==> config.mk <==
export PLATFORM = sky130hd
export DESIGN_NAME = serial_adder
export DESIGN_NICKNAME = d
export VERILOG_FILES = /design/src/rtl/serial_adder.sv
export SDC_FILE = /design/constraint.sdc
export NUM_CORES = 1
export LEC_CHECK = 0
export CORE_AREA = 2 2 58 60
export DETAILED_ROUTE_END_ITERATION = 8
export DIE_AREA = 0 0 60 62
export HOLD_SLACK_MARGIN = 0.05
export PLACE_DENSITY = 0.81
export SKIP_CTS_REPAIR_TIMING = 1
export SLEW_MARGIN = 20
export SYNTH_ARGS = -nofsm -noshare
export SYNTH_HDL_FRONTEND = slang
export SYNTH_SLANG_ARGS = --single-unit
==> constraint.sdc <==
create_clock -name clk -period 2.95 [get_ports clk]
set_clock_uncertainty 0.2 [all_clocks]
set_input_delay 0.59 -clock clk [delete_from_list [all_inputs] [get_ports clk]]
set_output_delay 0.59 -clock clk [all_outputs]
set_load 0.03 [all_outputs]
==> src/rtl/serial_adder.sv <==
// Bit-serial adder: one full-adder step per clock, LSB first, with a single
// carry flop. sum/c_out are registered and only change when a result completes.
module serial_adder #(
    parameter int WIDTH = 8
) (
    input  logic             clk,
    input  logic             rst_n,
    input  logic             start,
    input  logic [WIDTH-1:0] a,
    input  logic [WIDTH-1:0] b,
    input  logic             c_in,
    output logic             busy,
    output logic             done,
    output logic [WIDTH-1:0] sum,
    output logic             c_out
);

    localparam int CW = (WIDTH > 1) ? $clog2(WIDTH) : 1;
    localparam logic [CW-1:0] LAST = CW'(WIDTH - 1);

    typedef enum logic [1:0] {
        IDLE,
        ADD,
        DONE
    } state_t;

    state_t           state;
    state_t           state_next;
    logic [WIDTH-1:0] a_sr;
    logic [WIDTH-1:0] b_sr;
    logic [WIDTH-1:0] res_sr;
    logic [WIDTH-1:0] res_next;
    logic             carry;
    logic             bit_s;
    logic             bit_co;
    logic [CW-1:0]    cnt;

    always_ff @(posedge clk or negedge rst_n) begin
        if (!rst_n) begin
            state <= IDLE;
        end else begin
            state <= state_next;
        end
    end

    always_comb begin
        state_next = state;
        case (state)
            IDLE:    if (start) state_next = ADD;
            ADD:     if (cnt == LAST) state_next = DONE;
            DONE:    state_next = IDLE;
            default: state_next = IDLE;
        endcase
    end

    always_comb begin
        busy = (state != IDLE);
        done = (state == DONE);
    end

    // Written as shift/or rather than a concatenation so WIDTH=1 elaborates.
    always_comb begin
        bit_s    = a_sr[0] ^ b_sr[0] ^ carry;
        bit_co   = (a_sr[0] & b_sr[0]) | (b_sr[0] & carry) | (a_sr[0] & carry);
        res_next = (res_sr >> 1) | (WIDTH'(bit_s) << (WIDTH - 1));
    end

    always_ff @(posedge clk or negedge rst_n) begin
        if (!rst_n) begin
            a_sr   <= '0;
            b_sr   <= '0;
            res_sr <= '0;
            carry  <= 1'b0;
            cnt    <= '0;
            sum    <= '0;
            c_out  <= 1'b0;
        end else begin
            case (state)
                IDLE: begin
                    if (start) begin
                        a_sr   <= a;
                        b_sr   <= b;
                        res_sr <= '0;
                        carry  <= c_in;
                        cnt    <= '0;
                    end
                end
                ADD: begin
                    a_sr   <= a_sr >> 1;
                    b_sr   <= b_sr >> 1;
                    res_sr <= res_next;
                    carry  <= bit_co;
                    if (cnt == LAST) begin
                        sum   <= res_next;
                        c_out <= bit_co;
                    end else begin
                        cnt <= cnt + CW'(1);
                    end
                end
                default: ;
            endcase
        end
    end

endmodule

==> results of run 1 <==
power groups by stage:
stage / logic, uW / registers (uW) / clock network (uW)
floorplan: 538 / 985 / 0
global placement: 825 / 923 / 0
detailed placement: 860 / 939 / 0
CTS: 863 / 926 / 448
global route: 943 / 960 / 475
finish: 854 / 926 / 443
per-layer routing:
| metal | share of wire (%) | wire, um | GRT usage, % |
|---|---|---|---|
| met2 | 50 | 1660 | 33.70 |
| met5 | 0 | 0 | 0 |
| met4 | 0.79 | 26 | 6.349 |
| met1 | 42 | 1380 | 25.47 |
| met3 | 7.1 | 236 | 7.453 |
cell families (layout without fill, tap and decap cells):
family / count (synthesis) / after routing / share of synthesized area (%)
muxes: 9 / 9 / 6.169
adders and majority gates: 3 / 3 / 2.742
AOI/OAI and AO/OA: 58 / 58 / 23.23
buffers and inverters: 12 / 43 / 3.656
DFF: 38 / 38 / 57.88
and+or+nand+nor: 18 / 18 / 6.321
placed cells by master, fill, tap and decap left out, drive strengths merged:
cell type | synthesis | layout
dfrtp | 38 | 38
a2bb2oi | 3 | 3
buf | 7 | 2
or2 | 2 | 2
o21ai | 4 | 4
nand2 | 4 | 4
a22oi | 2 | 2
fa | 1 | 1
clkinv | 2 | 3
a22o | 7 | 7
nor2b | 2 | 2
nor3 | 1 | 1
clkdlybuf4s50 | 0 | 30
o22ai | 25 | 25
a21oi | 13 | 13
nor2 | 4 | 4
clkbuf | 2 | 5
nand2b | 2 | 2
bufinv | 0 | 2
or3b | 1 | 1
mux2 | 9 | 9
o2bb2ai | 3 | 3
o221a | 1 | 1
ha | 2 | 2
or2b | 2 | 2
inv | 1 | 1
final timing paths:
kind / to / slack [ps] / depth (start not counted)
setup reg to reg: sum[1] / 850 / 3
setup / recovery: done / 270 / 3
max in group asynchronous: a_sr[6] / 1760 / 2
hold / removal: res_sr[1] / 310 / 1
hold reg to reg: res_sr[1] / 310 / 1
min in group asynchronous: sum[1] / 450 / 2
flip-flops by register name (all words and copies together) (netlist names):
name / count
cnt: 3
state: 2
c_out: 1
sum: 8
res_sr: 7
carry: 1
b_sr: 8
a_sr: 8
metrics by stage:
stage | instances | setup slack, ps
5_1_grt | 215 | 138.0
6_report | 215 | 274.6
4_1_cts | 215 | 245.7
3_5_place_dp | 207 | 571.3
2_1_floorplan | 138 | 876.7
3_3_place_gp | 207 | 624.7
worst max-delay path, delay by kind of cell, from the launching register on:
kind	cells	cell delay (ps)
flops	1	590
simple gates	1	110
buf+inv	2	830
final cells by class:
type | instances | share of cell area [%]
Clock buffer | 5 | 1.810
Clock inverter | 3 | 3.319
Inverter | 3 | 0.5431
Multi-Input combinational cell | 88 | 30.48
Sequential cell | 38 | 45.87
Tap cell | 46 | 2.776
Timing Repair Buffer | 32 | 15.21
==> reports/metrics.cfg, run 1 <==
[floorplan]
dieArea_sq_um = 3720
start_util_pct = 51.67
fp.dieH_um = 62
die_w_um = 60
core_area_sq_um = 3179
rows = 21
io_pins = 31

[global_routing]
grt_pass1_vias = 1182
globalRouteTotalUtil_pct = 20.50
grt_max_degree = 39
grt-ovfl-total = 0
grt_pass1_wl_um = 5533
antenna_found_initial = 0

[logic_synthesis]
synth-seq-area-share_pct = 57.88
postSynthAreaPerCell_sq_um = 11.90
synthTopCellsByCount = dfrtp_1 (38), o22ai_1 (25), a21oi_1 (13), mux2_2 (9), a22o_1 (7)
synth_most_common_cell = dfrtp_1
synthArstFlopShare_pct = 100.0
synth.cell_area_sq_um = 1643
synth_edf_count = 0
yosys_register_bits = 38
ys_types = 27
yosysTopAreaCell = dfrtp_1
synth_area_leaders = dfrtp_1 (58%), o22ai_1 (9.5%), mux2_2 (6.2%)
synth-main-ff-cell = dfrtp_1
syn_inst = 138
yosys_warnings = 0
synth_nets = 161
yosysTopAreaCellShare_pct = 57.88

[worst_setup_path]
critPathKind = register to output pin
critPathMaxStageDelay_ps = 670
crit_fanout = 12
worstPathCellList = clkinv_1 -> nor2_1 -> clkdlybuf4s50_1
r2r_start = state[0]
cp_data_required_time_ps = 2160
cp-startpoint = state[1]
cp-start-kind = register
crit_arrival_ps = 1890
crit_slowest_cell = clkdlybuf4s50_1
critical_path.endpoint_type = output pin

[power]
clkPwrFrac_pct = 19.9
power_frac_seq_pct = 41.6
intPower_uw = 1434
p_total_uw = 2224
peakVddDrop_v = 0.0004438
power.share.combinational_pct = 38.4
switching_share_pct = 35.50
power.switching_uw = 789.4
leakagePower_uw = 0.0008742
power_density_nw_per_um2 = 1073

[worst_hold_path]
hold_path_startpoint = res_sr[1]
holdCritPathClass = register to register

[cts]
path_clk_slew_ps = 120
clock-sinks = 38
clk_latency_ps = 350
cts_root_buf = clkbuf_4
tritoncts = done
cts_buffers = 5
htreeDepth = 2
cts_buffer_depth = 2

[placement]
place.gp.congestion = 0.7504
dpl_cell_area_sq_um = 1967
dp_hpwl_um = 2312
portBuffers = 30

[route]
vias = 1237
drc = 0
wire_per_inst_um = 15.37
ant_nets = 0
drt_wl_total_um = 3304
dr.first_iter.drc_count = 36
viasPerCell = 5.753
first_pass_iters = 4

[cells_and_area]
fin_util_pct = 65.21
design_area_sq_um = 2073
multiInputGateArea_sq_um = 631.9
final_nets = 191
antenna_cells = 0
synthToLayoutAreaGrowth_pct = 26.20
ff_latch_area_sq_um = 950.9
drive_above_1_share_pct = 14.20
nFillCells = 255

[timing]
hold_viol_final = 0
setup_tns_ps = 0
report.final.slew_viol_count = 0
max-slew-margin-rel_pct = 54.45
hold_ws_ps = 308.3
period_share_pct = 90.69
max_freq_mhz = 373.8
period_needed_ps = 2675
rsz0062_at_grt = false
tightest_slew_ps = 681.8
setup_violations = 0

[status]
status = complete, no violations

[run]
maxCapViolCount = 0

Power figures use the tool's default switching activity.
==> run 2, diff against run 1 <==
- CTS_BUF_LIST: default -> sky130_fd_sc_hd__clkbuf_16
==> run 2 against run 1 <==
Core utilization is 2.8 points higher. Critical path depth unchanged. Power rose by 11%. Critical path type unchanged.
==> reports/metrics.cfg, run 2 (synthesis results as in run 1) <==
[cts]
htreeDepth = 2  ; unchanged
clock-sinks = 38  ; unchanged
cts_root_buf = clkbuf_16  ; was clkbuf_4
clk_latency_ps = 280  ; was 350 ps
path_clk_slew_ps = 60  ; was 120 ps
cts_buffer_depth = 2  ; unchanged
tritoncts = done  ; unchanged
cts_buffers = 5  ; unchanged

[placement]
dp_hpwl_um = 2312  ; unchanged
place.gp.congestion = 0.7504  ; unchanged
portBuffers = 30  ; unchanged

[timing]
hold_viol_final = 0  ; unchanged
setup_tns_ps = 0  ; unchanged
report.final.slew_viol_count = 0  ; unchanged
rsz0062_at_grt = false  ; unchanged
max_freq_mhz = 387.2  ; was 373.8 MHz
max-slew-margin-rel_pct = 57.57  ; was 54.45%
period_needed_ps = 2583  ; was 2675 ps
period_share_pct = 87.54  ; was 90.69%
tightest_slew_ps = 635.2  ; was 681.8 ps
setup_violations = 0  ; unchanged

[global_routing]
grt_pass1_vias = 1161  ; was 1,182
grt-ovfl-total = 0  ; unchanged
globalRouteTotalUtil_pct = 20.49  ; was 20.50%
antenna_found_initial = 0  ; unchanged
grt_max_degree = 39  ; unchanged
grt_pass1_wl_um = 5561  ; was 5533 um

[cells_and_area]
biggestRegsByFlops = a_sr: 8 flops, b_sr: 8 flops, sum: 8 flops  ; unchanged
drive_above_1_share_pct = 14.20  ; unchanged
final_common_cell = dfrtp_1  ; unchanged
final_nets = 191  ; unchanged
synthToLayoutAreaGrowth_pct = 31.53  ; was 26.20%
layout_common_cells = dfrtp_1 (38), clkdlybuf4s50_1 (30), o22ai_1 (25)  ; unchanged
antenna_cells = 0  ; unchanged
nFillCells = 249  ; was 255

[floorplan]
dieArea_sq_um = 3720  ; unchanged
fp.dieH_um = 62  ; unchanged
start_util_pct = 51.67  ; unchanged
rows = 21  ; unchanged
core_area_sq_um = 3179  ; unchanged
io_pins = 31  ; unchanged
die_w_um = 60  ; unchanged

[run]
maxCapViolCount = 0  ; unchanged

[route]
first_pass_iters = 4  ; unchanged
vias = 1256  ; was 1,237
dr.first_iter.drc_count = 41  ; was 36
viasPerCell = 5.842  ; was 5.753
ant_nets = 0  ; unchanged
wire_per_inst_um = 15.60  ; was 15.37 um
drt_wl_total_um = 3354  ; was 3304 um
drc = 0  ; unchanged

[power]
power_density_nw_per_um2 = 1146  ; was 1073 nW/um^2
p_total_uw = 2476  ; was 2224 uW
leakagePower_uw = 0.0009128  ; was 0.0008742 uW
peakVddDrop_v = 0.0005226  ; was 0.0004438 V

[worst_setup_path]
crit_arrival_ps = 1790  ; was 1890 ps
critPathMaxStageDelay_ps = 670  ; about the same
cp-start-kind = register  ; unchanged
worstPathCellList = clkinv_1 -> nor2_1 -> clkdlybuf4s50_1  ; unchanged
critical_path.endpoint_type = output pin  ; unchanged
crit_fanout = 12  ; unchanged
critPathKind = register to output pin  ; unchanged
crit_slowest_cell = clkdlybuf4s50_1  ; unchanged
cp_data_required_time_ps = 2160  ; about the same

[worst_hold_path]
holdCritPathClass = register to register  ; unchanged

[status]
status = complete, no violations  ; unchanged

## run 2: changes by cell type in the layout (fill, tap and decap cells not counted)
cell and delta:
clkbuf_16 +5, clkbuf_4 -5
## run 2: critical path: cells and delay by family (launching register included)
kind          cells  cell delay, ps
buf+inv           2             830
flops             1             570
simple gates      1             110
## run 2: area by class of cell
type                    count  area [sq um]  area share (%)
well taps                  46         57.56           2.664
repair buffers             32         315.3           14.59
inverters                   3         11.26          0.5211
clock inverters             3         68.82           3.185
clock buffers               5         125.1           5.790
flip-flops and latches     38         950.9           44.01
multi-input cells          88         631.9           29.24
## run 2: report_power, final
part | leakage [uW] | internal (uW) | total (uW) | switching, uW
sequential | 0.000462 | 752 | 930 | 178
clock | 0.0000940 | 485 | 689 | 204
combinational | 0.000357 | 421 | 857 | 436
total | 0.000913 | 1660 | 2480 | 818
## run 2: metrics by stage
step                cell area (sq um)  utilization (%)  setup slack, ps  hold WS (ps)  instances
finish                           2161            67.97            367.4         296.4        215
global route                     2161            67.97            257.5         306.9        215
CTS                              2161            67.97            342.6         298.5        215
detailed placement               1967            61.87            571.3         283.4        207
global placement                 1967            61.87            624.7         284.0        207
floorplan                        1643                -            876.7         94.41        138
## run 2: per-layer routing
layer | track usage, % | wire length (um) | up-vias
met5 | 0 | 0 | -
met4 | 6.349 | 39 | 0
met3 | 6.832 | 218 | 5
met2 | 33.70 | 1691 | 58
met1 | 25.84 | 1405 | 609
li1 | - | - | 584
## run 2: worst paths after layout
| path | from | to | slack, ps | depth (start not counted) |
|---|---|---|---|---|
| max in group asynchronous | rst_n | a_sr[6] | 1680 | 2 |
| hold reg to reg | res_sr[1] | res_sr[1] | 300 | 1 |
| setup / recovery | state[1] | done | 370 | 3 |
| min in group asynchronous | rst_n | sum[1] | 530 | 2 |
| setup reg to reg | state[0] | sum[7] | 900 | 3 |
| hold / removal | res_sr[1] | res_sr[1] | 300 | 1 |
